`src/rtl/thermostat_pkg.sv`:
```
// rtl/thermostat_pkg.sv - shared HVAC state encodings, mode codes and helpers
package thermostat_pkg;

  typedef enum logic [2:0] {
    ST_IDLE    = 3'd0,
    ST_HEAT    = 3'd1,
    ST_COOL    = 3'd2,
    ST_FAN_RUN = 3'd3,
    ST_REST    = 3'd4
  } hvac_state_t;

  localparam logic [1:0] MODE_OFF  = 2'b00;
  localparam logic [1:0] MODE_HEAT = 2'b01;
  localparam logic [1:0] MODE_COOL = 2'b10;
  localparam logic [1:0] MODE_AUTO = 2'b11;

  // Seconds timers; wide enough for multi-minute rest periods.
  localparam int TIMER_W = 16;

  function automatic logic heat_allowed(input logic [1:0] mode);
    return (mode == MODE_HEAT) || (mode == MODE_AUTO);
  endfunction

  function automatic logic cool_allowed(input logic [1:0] mode);
    return (mode == MODE_COOL) || (mode == MODE_AUTO);
  endfunction

endpackage

```
`src/rtl/sec_tick_gen.sv`:
```
// rtl/sec_tick_gen.sv - one-cycle pulse every g_clk_freq clocks
module sec_tick_gen #(
  parameter int g_clk_freq = 20000
) (
  input  logic i_clk,
  input  logic i_reset,
  output logic o_tick
);

  localparam int CNT_W = (g_clk_freq > 1) ? $clog2(g_clk_freq) : 1;
  localparam logic [CNT_W-1:0] CNT_MAX = CNT_W'(g_clk_freq - 1);

  logic [CNT_W-1:0] cnt;

  always_ff @(posedge i_clk or posedge i_reset) begin
    if (i_reset) begin
      cnt <= '0;
    end else if (cnt == CNT_MAX) begin
      cnt <= '0;
    end else begin
      cnt <= cnt + 1'b1;
    end
  end

  assign o_tick = (cnt == CNT_MAX);

endmodule

```
`src/rtl/hvac_controller.sv`:
```
// rtl/hvac_controller.sv - thermostat FSM with min on/off times, fan overrun
// and stale-temperature shutdown.
module hvac_controller
  import thermostat_pkg::*;
#(
  parameter int g_clk_freq  = 20000,
  parameter int g_hyst      = 4,
  parameter int g_min_on_s  = 120,
  parameter int g_min_off_s = 300,
  parameter int g_fan_run_s = 60,
  parameter int g_stale_s   = 30
) (
  input  logic       i_clk,
  input  logic       i_reset,
  input  logic       i_sys_pwr_n,
  input  logic [1:0] i_mode,
  input  logic [9:0] i_temp,
  input  logic       i_temp_valid,
  input  logic [9:0] i_setpoint,
  output logic       o_heat,
  output logic       o_cool,
  output logic       o_fan,
  output logic [2:0] o_state,
  output logic       o_fault
);

  localparam logic [10:0]        HYST      = 11'(g_hyst);
  localparam logic [TIMER_W-1:0] MIN_ON_T  = TIMER_W'(g_min_on_s);
  localparam logic [TIMER_W-1:0] MIN_OFF_T = TIMER_W'(g_min_off_s);
  localparam logic [TIMER_W-1:0] FAN_T     = TIMER_W'(g_fan_run_s);
  localparam logic [TIMER_W-1:0] STALE_T   = TIMER_W'(g_stale_s);

  logic               tick;
  hvac_state_t        state;
  hvac_state_t        state_nxt;
  logic [TIMER_W-1:0] timer;
  logic [TIMER_W-1:0] stale_cnt;
  logic               first_valid;

  logic [10:0] temp_w;
  logic [10:0] sp_w;
  logic        heat_need;
  logic        cool_need;
  logic        heat_sat;
  logic        cool_sat;
  logic        enabled;
  logic        temp_known;

  sec_tick_gen #(
    .g_clk_freq(g_clk_freq)
  ) u_sec_tick_gen (
    .i_clk  (i_clk),
    .i_reset(i_reset),
    .o_tick (tick)
  );

  // 11-bit math keeps temp + hysteresis from wrapping near full scale.
  assign temp_w    = {1'b0, i_temp};
  assign sp_w      = {1'b0, i_setpoint};
  assign heat_need = (temp_w + HYST) <= sp_w;
  assign cool_need = temp_w >= (sp_w + HYST);
  assign heat_sat  = temp_w >= sp_w;
  assign cool_sat  = temp_w <= sp_w;

  assign enabled    = !i_sys_pwr_n && (i_mode != MODE_OFF) && !o_fault;
  assign temp_known = first_valid || i_temp_valid;

  always_comb begin
    state_nxt = state;
    case (state)
      ST_IDLE: begin
        if (enabled && temp_known) begin
          if (heat_need && heat_allowed(i_mode)) begin
            state_nxt = ST_HEAT;
          end else if (cool_need && cool_allowed(i_mode)) begin
            state_nxt = ST_COOL;
          end
        end
      end
      ST_HEAT: begin
        if (!enabled) begin
          state_nxt = ST_FAN_RUN;
        end else if (timer >= MIN_ON_T && (heat_sat || !heat_allowed(i_mode))) begin
          state_nxt = ST_FAN_RUN;
        end
      end
      ST_COOL: begin
        if (!enabled) begin
          state_nxt = ST_FAN_RUN;
        end else if (timer >= MIN_ON_T && (cool_sat || !cool_allowed(i_mode))) begin
          state_nxt = ST_FAN_RUN;
        end
      end
      ST_FAN_RUN: begin
        if (timer >= FAN_T) begin
          state_nxt = ST_REST;
        end
      end
      ST_REST: begin
        if (timer >= MIN_OFF_T) begin
          state_nxt = ST_IDLE;
        end
      end
      default: state_nxt = ST_IDLE;
    endcase
  end

  always_ff @(posedge i_clk or posedge i_reset) begin
    if (i_reset) begin
      state       <= ST_IDLE;
      timer       <= '0;
      stale_cnt   <= '0;
      first_valid <= 1'b0;
      o_heat      <= 1'b0;
      o_cool      <= 1'b0;
      o_fan       <= 1'b0;
      o_fault     <= 1'b0;
    end else begin
      state <= state_nxt;

      if (state_nxt != state) begin
        timer <= '0;
      end else if (tick && timer != '1) begin
        timer <= timer + 1'b1;
      end

      // Outputs follow the next state so they line up with o_state.
      o_heat <= (state_nxt == ST_HEAT);
      o_cool <= (state_nxt == ST_COOL);
      o_fan  <= (state_nxt == ST_HEAT) || (state_nxt == ST_COOL) ||
                (state_nxt == ST_FAN_RUN);

      // A fresh sample always wins over a coincident tick.
      if (i_temp_valid) begin
        stale_cnt   <= '0;
        first_valid <= 1'b1;
        o_fault     <= 1'b0;
      end else if (tick) begin
        if (stale_cnt != '1) begin
          stale_cnt <= stale_cnt + 1'b1;
        end
        if (stale_cnt >= STALE_T - 1'b1) begin
          o_fault <= 1'b1;
        end
      end
    end
  end

  assign o_state = state;

endmodule

```
`config.mk`:
```
export PLATFORM = sky130hd
export DESIGN_NAME = hvac_controller
export DESIGN_NICKNAME = d
export VERILOG_FILES = /design/src/rtl/thermostat_pkg.sv /design/src/rtl/sec_tick_gen.sv /design/src/rtl/hvac_controller.sv
export SDC_FILE = /design/constraint.sdc
export NUM_CORES = 1
export LEC_CHECK = 0
export CAP_MARGIN = 10
export CORE_AREA = 3 3 92 94
export CTS_CLUSTER_DIAMETER = 100
export DETAILED_ROUTE_END_ITERATION = 12
export DIE_AREA = 0 0 95 97
export GPL_TIMING_DRIVEN = 0
export PLACE_DENSITY = 0.7
export SKIP_LAST_GASP = 1
export SYNTH_ARGS = -nofsm -noshare
export SYNTH_HDL_FRONTEND = slang
export SYNTH_SLANG_ARGS = --single-unit
export TNS_END_PERCENT = 30
```
`constraint.sdc`:
```
create_clock -name i_clk -period 5.8 [get_ports i_clk]
set_input_delay 1.74 -clock i_clk [delete_from_list [all_inputs] [get_ports i_clk]]
set_output_delay 1.74 -clock i_clk [all_outputs]
set_load 0.05 [all_outputs]
```
; After elaboration in Yosys (flattened, before gate mapping)
; Cells that the tools add are included.
[totals]
word_cells = 82
in_bits = 26
regBits = 55
[classes]
n_lt_le_gt_ge = 8
n_reduce_logical = 27
mux = 19
addsub = 5
eq_ne = 14
[op_table]
columns = cell, n
row1 = 16-bit two-way mux, 5
row2 = 16-bit by 1-bit adder with 16-bit output (second input constant), 2
row3 = 16-bit != test (second input constant), 2
row4 = 3-bit two-way mux, 9
row5 = 10-bit by 3-bit adder with 11-bit output (second input constant), 2
row6 = 16-bit by 5-bit >= comparator with 1-bit output (second input constant), 1
row7 = 16-bit by 6-bit >= comparator with 1-bit output (second input constant), 1
row8 = 16-bit by 7-bit >= comparator with 1-bit output (second input constant), 1
row9 = 16-bit by 9-bit >= comparator with 1-bit output (second input constant), 1
row10 = 15-bit by 1-bit adder with 15-bit output (second input constant), 1
row11 = 15-bit == test (second input constant), 1
row12 = 15-bit two-way mux, 1
row13 = 3-bit case mux with 5 select lines, 1
row14 = 3-bit by 2-bit == test with 1-bit output (second input constant), 4
row15 = 10-bit by 11-bit >= comparator with 1-bit output, 1
row16 = 11-bit by 10-bit <= comparator with 1-bit output, 1
row17 = 10-bit >= comparator, 1
row18 = 10-bit <= comparator, 1
row19 = 2-bit nonzero test, 5
row20 = 1-bit logical AND, 8
row21 = 1-bit logical OR, 7
row22 = 3-bit by 1-bit == test with 1-bit output (second input constant), 2
row23 = 2-bit == test (second input constant), 2
row24 = 1-bit logical NOT, 4
row25 = 6 further kinds, 9

; Depth between registers and ports, before layout
[depth]
word_depth = 11
ltp_mapped = 12

; Hierarchy
; From an unflattened synthesis, not the netlist that was laid out.
[unflattened]
cells_unflattened = 418
hier_area_um2 = 3908.7
[by_module_without_submodules]
columns = module, area_per_inst_um2, instances, cells_per_inst
row1 = hvac_controller, 3209.3, 1, 356
row2 = sec_tick_gen, 699.4, 1, 62

; Worst setup path after synthesis
; No wires, ideal clock.
[synth_timing]
path_type = input -> register
start = input port i_temp[2]
end = register timer[15]
setup_ns = 0.080
n_path_buf = 1
slack_ns = 1.751
arrival_ns = 3.968
stages = 12
cell_sequence = ha_1 nand3_1 nor2_1 xor2_1 ha_1 and3_1 or3b_1 a211oi_1 a21o_1 o21ai_2 buf_4 nor3_2
[synth_between]
elab_chain_cells = 8
word_cells_on_any_way = 22
[synth_lines]
columns = item, line_no
row1 = start: declaration, hvac_controller.sv:17  ; input logic [9:0] i_temp,
row2 = 10-bit by 3-bit adder with 11-bit output (tied with other cells), hvac_controller.sv:60  ; assign heat_need = (temp_w + HYST) <= sp_w;
row3 = 11-bit by 10-bit <= comparator with 1-bit output (tied with other cells), hvac_controller.sv:60
row4 = 1-bit logical AND (tied with other cells), hvac_controller.sv:73  ; if (heat_need && heat_allowed(i_mode)) begin
row5 = 3-bit two-way mux (on tied branches), "hvac_controller.sv:73, hvac_controller.sv:83, hvac_controller.sv:90"
row6 = 3-bit two-way mux (on tied branches), "hvac_controller.sv:72, hvac_controller.sv:81, hvac_controller.sv:88"
row7 = 3-bit case mux with 5 select lines *, hvac_controller.sv:70  ; case (state)
row8 = 3-bit != test *, hvac_controller.sv:121  ; if (state_nxt != state) begin
row9 = 16-bit two-way mux / 2-bit nonzero test (equally long branches), n/a
row10 = end signal: assignment, hvac_controller.sv:124  ; timer <= timer + 1'b1;
row11 = end: declaration, hvac_controller.sv:36  ; logic [TIMER_W-1:0] timer;
; Every way passes the cells marked *; elsewhere a longest branch is shown, timed or not.
; A chain may end at the register's enable or synchronous reset.

; Worst setup path in the final report
[layout_timing]
start = input port i_temp[2]
end = register timer[2]
; The elaborated chain is that of the path after synthesis.

==> flow_results.xml <==
<?xml version="1.0" encoding="UTF-8"?>
<metrics>
  <group name="run_status">
    <metric name="run_status" unit="">completed</metric>
  </group>
  <group name="global_routing">
    <metric name="grt_start_max_net_pins" unit="">38</metric>
    <metric name="overflow" unit="">0</metric>
    <metric name="global_route_usage_sum" unit="%">17.8</metric>
    <metric name="grt_pass1_wl" unit="um">13700</metric>
    <metric name="number_of_antenna_violations_at_the_first_check_in_global_routing" unit="">0</metric>
    <metric name="grt_pass1_vias" unit="">3034</metric>
  </group>
  <group name="final_layout">
    <metric name="non_filler_cells_in_the_finished_layout" unit="">560</metric>
    <metric name="area_growth_syn_to_layout" unit="%">13.9</metric>
    <metric name="n_diodes" unit="">0</metric>
    <metric name="nNetsFinal" unit="">517</metric>
    <metric name="post_route_cells_drive_above_1_share" unit="%">7.86</metric>
  </group>
  <group name="routing">
    <metric name="drtPass1Iterations" unit="">4</metric>
    <metric name="avgViaCountPerCell" unit="">5.58</metric>
    <metric name="routed-via-count" unit="">3124</metric>
    <metric name="drt_iter0_drc" unit="">130</metric>
    <metric name="detail_route.wl_per_cell" unit="um">14.1</metric>
    <metric name="drt_drc_violations_left" unit="">0</metric>
    <metric name="route.final.wire_length" unit="um">7900</metric>
    <metric name="detail-route-antenna-nets" unit="">0</metric>
  </group>
  <group name="floorplanning">
    <metric name="num_io_pins" unit="">33</metric>
    <metric name="die_width" unit="um">95</metric>
    <metric name="die_height" unit="um">97</metric>
    <metric name="initial_core_util" unit="%">50.1</metric>
    <metric name="std_cell_rows" unit="">32</metric>
    <metric name="core_area" unit="um2">7730</metric>
    <metric name="die_area" unit="um2">9220</metric>
  </group>
  <group name="clock_tree">
    <metric name="cts_tree" unit="">yes</metric>
    <metric name="h_tree_level_count" unit="">2</metric>
    <metric name="cts_repair_resize_count" unit="">0</metric>
    <metric name="cts-root-to-sink-buffers" unit="">2</metric>
    <metric name="postCtsHoldBufs" unit="">0</metric>
    <metric name="worst_skew_pair.late_latency" unit="ns">0.30</metric>
    <metric name="numClockSinks" unit="">55</metric>
    <metric name="cts_setup_buffers" unit="">0</metric>
    <metric name="cts.root.buffer_cell" unit="">sky130_fd_sc_hd__clkbuf_8</metric>
    <metric name="clk_pin_slew" unit="ns">0.09</metric>
    <metric name="cts_inserted_buffers" unit="">5</metric>
  </group>
  <group name="power_and_ir_drop">
    <metric name="p_seq_share" unit="%">50.1</metric>
    <metric name="power.internal" unit="W">0.000552</metric>
    <metric name="power.switching_fraction" unit="%">29.9</metric>
    <metric name="power.share.clock" unit="%">25.4</metric>
    <metric name="pnr_total_power" unit="W">0.000787</metric>
    <metric name="power.static_leakage" unit="nW">1.93</metric>
    <metric name="switching_power" unit="W">0.000235</metric>
    <metric name="logic_pwr_share" unit="%">24.5</metric>
    <metric name="max-vdd-ir-drop" unit="mV">0.108</metric>
    <metric name="powerDensity" unit="nW/um2">178</metric>
  </group>
  <group name="synth">
    <metric name="synthSimpleGateAreaFrac" unit="%">27.2</metric>
    <metric name="netlist_top_cells_area" unit="">sky130_fd_sc_hd__dfrtp_1 (36%), sky130_fd_sc_hd__ha_1 (11%), sky130_fd_sc_hd__xor2_1 (5.7%)</metric>
    <metric name="synthFlopType" unit="">sky130_fd_sc_hd__dfrtp_1</metric>
    <metric name="synth.avg_cell_area" unit="um2">9.26</metric>
    <metric name="post_synth_most_frequent_cells" unit="">sky130_fd_sc_hd__dfrtp_1 (55), sky130_fd_sc_hd__ha_1 (34), sky130_fd_sc_hd__nor2_1 (34)</metric>
    <metric name="post-synth-top-area-fraction" unit="%">35.6</metric>
    <metric name="synth-adder-area-share" unit="%">11.0</metric>
    <metric name="synthArstFlopShare" unit="%">100</metric>
    <metric name="post_synth_instance_area" unit="um2">3870</metric>
    <metric name="synth-warning-count" unit="">0</metric>
    <metric name="unique_masters_post_synth" unit="">58</metric>
    <metric name="yosys.area_share.xor_xnor" unit="%">10.6</metric>
    <metric name="syn_inst" unit="">418</metric>
    <metric name="postSynthRegisterBits" unit="">55</metric>
    <metric name="synth-edff-count" unit="">0</metric>
    <metric name="synth.yosys.seq_area_share" unit="%">35.6</metric>
    <metric name="yosys.cell_count.top_type" unit="">sky130_fd_sc_hd__dfrtp_1</metric>
    <metric name="synth.area.mux_share" unit="%">0.517</metric>
    <metric name="cell_type_contributing_the_most_total_cell_area_after_synthesis" unit="">sky130_fd_sc_hd__dfrtp_1</metric>
    <metric name="synth_compound_gate_area_share" unit="%">12.0</metric>
    <metric name="syn_nets" unit="">478</metric>
    <metric name="synth_top_family_by_area" unit="">simple AND/OR/NAND/NOR gates</metric>
  </group>
  <group name="worst_setup_path">
    <metric name="path_depth" unit="">13</metric>
    <metric name="crit-reg2reg-capture" unit="">timer[9]</metric>
    <metric name="path_max_fanout" unit="">10</metric>
    <metric name="timing.critical_path.cells" unit="">clkdlybuf4s50_1, ha_1, nand3_1, nor2_1, xor2_1, ha_1, and3_1, or3b_1, a211oi_1, a21o_1, o21ai_2, buf_4, nor3_2</metric>
    <metric name="critical-path-max-stage-delay" unit="ns">0.58</metric>
    <metric name="worst_path_max_delay_cell" unit="">sky130_fd_sc_hd__clkdlybuf4s50_1</metric>
    <metric name="worst-r2r-setup-slack" unit="ns">3.35</metric>
    <metric name="critical_path.top_delay_family" unit="">simple AND/OR/NAND/NOR gates</metric>
    <metric name="reg2reg_from" unit="">u_sec_tick_gen.cnt[0]</metric>
    <metric name="first_element_of_the_critical_path" unit="">i_temp[2]</metric>
    <metric name="crit_buf_inv" unit="">2</metric>
    <metric name="worst_ep_arrival_time" unit="ns">4.93</metric>
    <metric name="critical_path.most_common_cell" unit="">sky130_fd_sc_hd__ha_1</metric>
    <metric name="critPathRequiredTime" unit="ns">6.02</metric>
    <metric name="worst_r2r_path_depth" unit="">8</metric>
    <metric name="endpoint_kind" unit="">flop</metric>
    <metric name="critPathCapture" unit="">timer[2]</metric>
    <metric name="setup.worst_path.start_class" unit="">input port</metric>
    <metric name="timing.setup.critical_path_class" unit="">in2reg</metric>
  </group>
  <group name="timing">
    <metric name="worst_clock_skew" unit="ns">0.00575</metric>
    <metric name="slew_viol_final" unit="">0</metric>
    <metric name="grt_setup_unrepaired" unit="">false</metric>
    <metric name="timing.slew.headroom" unit="%">57.1</metric>
    <metric name="hold_viol_final" unit="">0</metric>
    <metric name="setup_viol" unit="">0</metric>
    <metric name="fmax" unit="MHz">212</metric>
    <metric name="setup_tns" unit="ns">0</metric>
    <metric name="max_slew.worst_pin.slew" unit="ns">0.637</metric>
    <metric name="finalWorstPathRequiredPeriod" unit="ns">4.71</metric>
    <metric name="final.period_utilization" unit="%">81.2</metric>
  </group>
  <group name="place">
    <metric name="globalplace.congestion" unit="">0.882</metric>
    <metric name="placed_cells" unit="">552</metric>
    <metric name="buffer_ports.inserted" unit="">31</metric>
    <metric name="dpl.hpwl" unit="um">6230</metric>
  </group>
  <group name="run">
    <metric name="cap_violations" unit="">0</metric>
  </group>
  <group name="worst_hold_path">
    <metric name="hold_class" unit="">reg2reg</metric>
  </group>
</metrics>
cells by family after synthesis:
family / after synthesis
AND/OR/NAND/NOR: 187
AO/OA/AOI/OAI: 65
flip-flops: 55
XOR/XNOR: 47
adder cells (fa/ha/maj): 34
buffers and inverters: 28
multiplexers: 2
power groups by stage:
stage | combinational, W | sequential [W] | clock, W
floorplan | 0.000102 | 0.000426 | 0
global placement | 0.000188 | 0.000402 | 0
detailed placement | 0.000194 | 0.000402 | 0
CTS | 0.000195 | 0.000395 | 0.000208
global route | 0.000213 | 0.000395 | 0.000225
finish | 0.000193 | 0.000394 | 0.000200
registers in the layout, summed over array words and instances (netlist names):
name,cells
first_valid,1
o_cool,1
o_fan,1
o_fault,1
o_heat,1
o_state,3
stale_cnt,16
timer,16
u_sec_tick_gen.cnt,15
cells in the final DEF, fill, tap and decap left out, types with 5 or more instances in the layout:
master	Yosys	routed
sky130_fd_sc_hd__dfrtp_1	55	55
sky130_fd_sc_hd__nor2_1	34	34
sky130_fd_sc_hd__ha_1	34	34
sky130_fd_sc_hd__nand3_1	31	31
sky130_fd_sc_hd__clkdlybuf4s50_1	0	31
sky130_fd_sc_hd__nand2_1	30	30
sky130_fd_sc_hd__xor2_1	25	25
sky130_fd_sc_hd__xnor2_1	22	22
sky130_fd_sc_hd__a21oi_1	17	17
sky130_fd_sc_hd__inv_1	18	17
sky130_fd_sc_hd__nand4_1	15	15
sky130_fd_sc_hd__nor3_1	14	14
sky130_fd_sc_hd__and3_1	10	10
sky130_fd_sc_hd__o21ai_0	10	10
sky130_fd_sc_hd__nor3_2	10	10
sky130_fd_sc_hd__clkbuf_1	5	7
sky130_fd_sc_hd__and4_1	6	6
sky130_fd_sc_hd__or3_1	6	6
sky130_fd_sc_hd__a21o_1	5	5
sky130_fd_sc_hd__o211ai_1	5	5
sky130_fd_sc_hd__clkbuf_8	0	5
cell type report:
type	count	area, um2
plain buffers	10	51.3
clock buffers	7	76.3
clock inverters	1	5.00
fillers	675	3320
inverters	18	67.6
multi-input cells	335	2380
flip-flops and latches	55	1380
well taps	102	128
repair buffers	32	330
through the flow:
stage          hold slack [ns]  util (%)  setup slack (ns)  area [um2]
3_5_place_dp             0.450      56.0             0.740        4330
4_1_cts                  0.472      57.1              1.05        4410
6_report                 0.469      57.1              1.09        4410
5_1_grt                  0.512      57.1             0.887        4410
3_3_place_gp             0.449      55.8             0.837        4310
2_1_floorplan            0.434         -              1.75        3870
per-layer routing:
layer,share of wire (%),GRT usage (%),vias to the layer above
li1,-,-,1595
met1,48,24.3,1475
met2,48,29.4,48
met3,3.3,2.41,6
met4,0.80,4.55,0
met5,0,0,-
worst min path at each step:
| stage | startpoint | endpoint | slack, ns | cells past startpoint |
|---|---|---|---|---|
| 3_5_place_dp | first_valid | first_valid | 0.45 | 1 |
| 2_1_floorplan | first_valid | first_valid | 0.43 | 1 |
| 6_report | first_valid | first_valid | 0.47 | 1 |
| 5_1_grt | first_valid | first_valid | 0.51 | 1 |
| 3_3_place_gp | first_valid | first_valid | 0.45 | 1 |
| 4_1_cts | first_valid | first_valid | 0.47 | 1 |
Power figures use the tool's default switching activity.
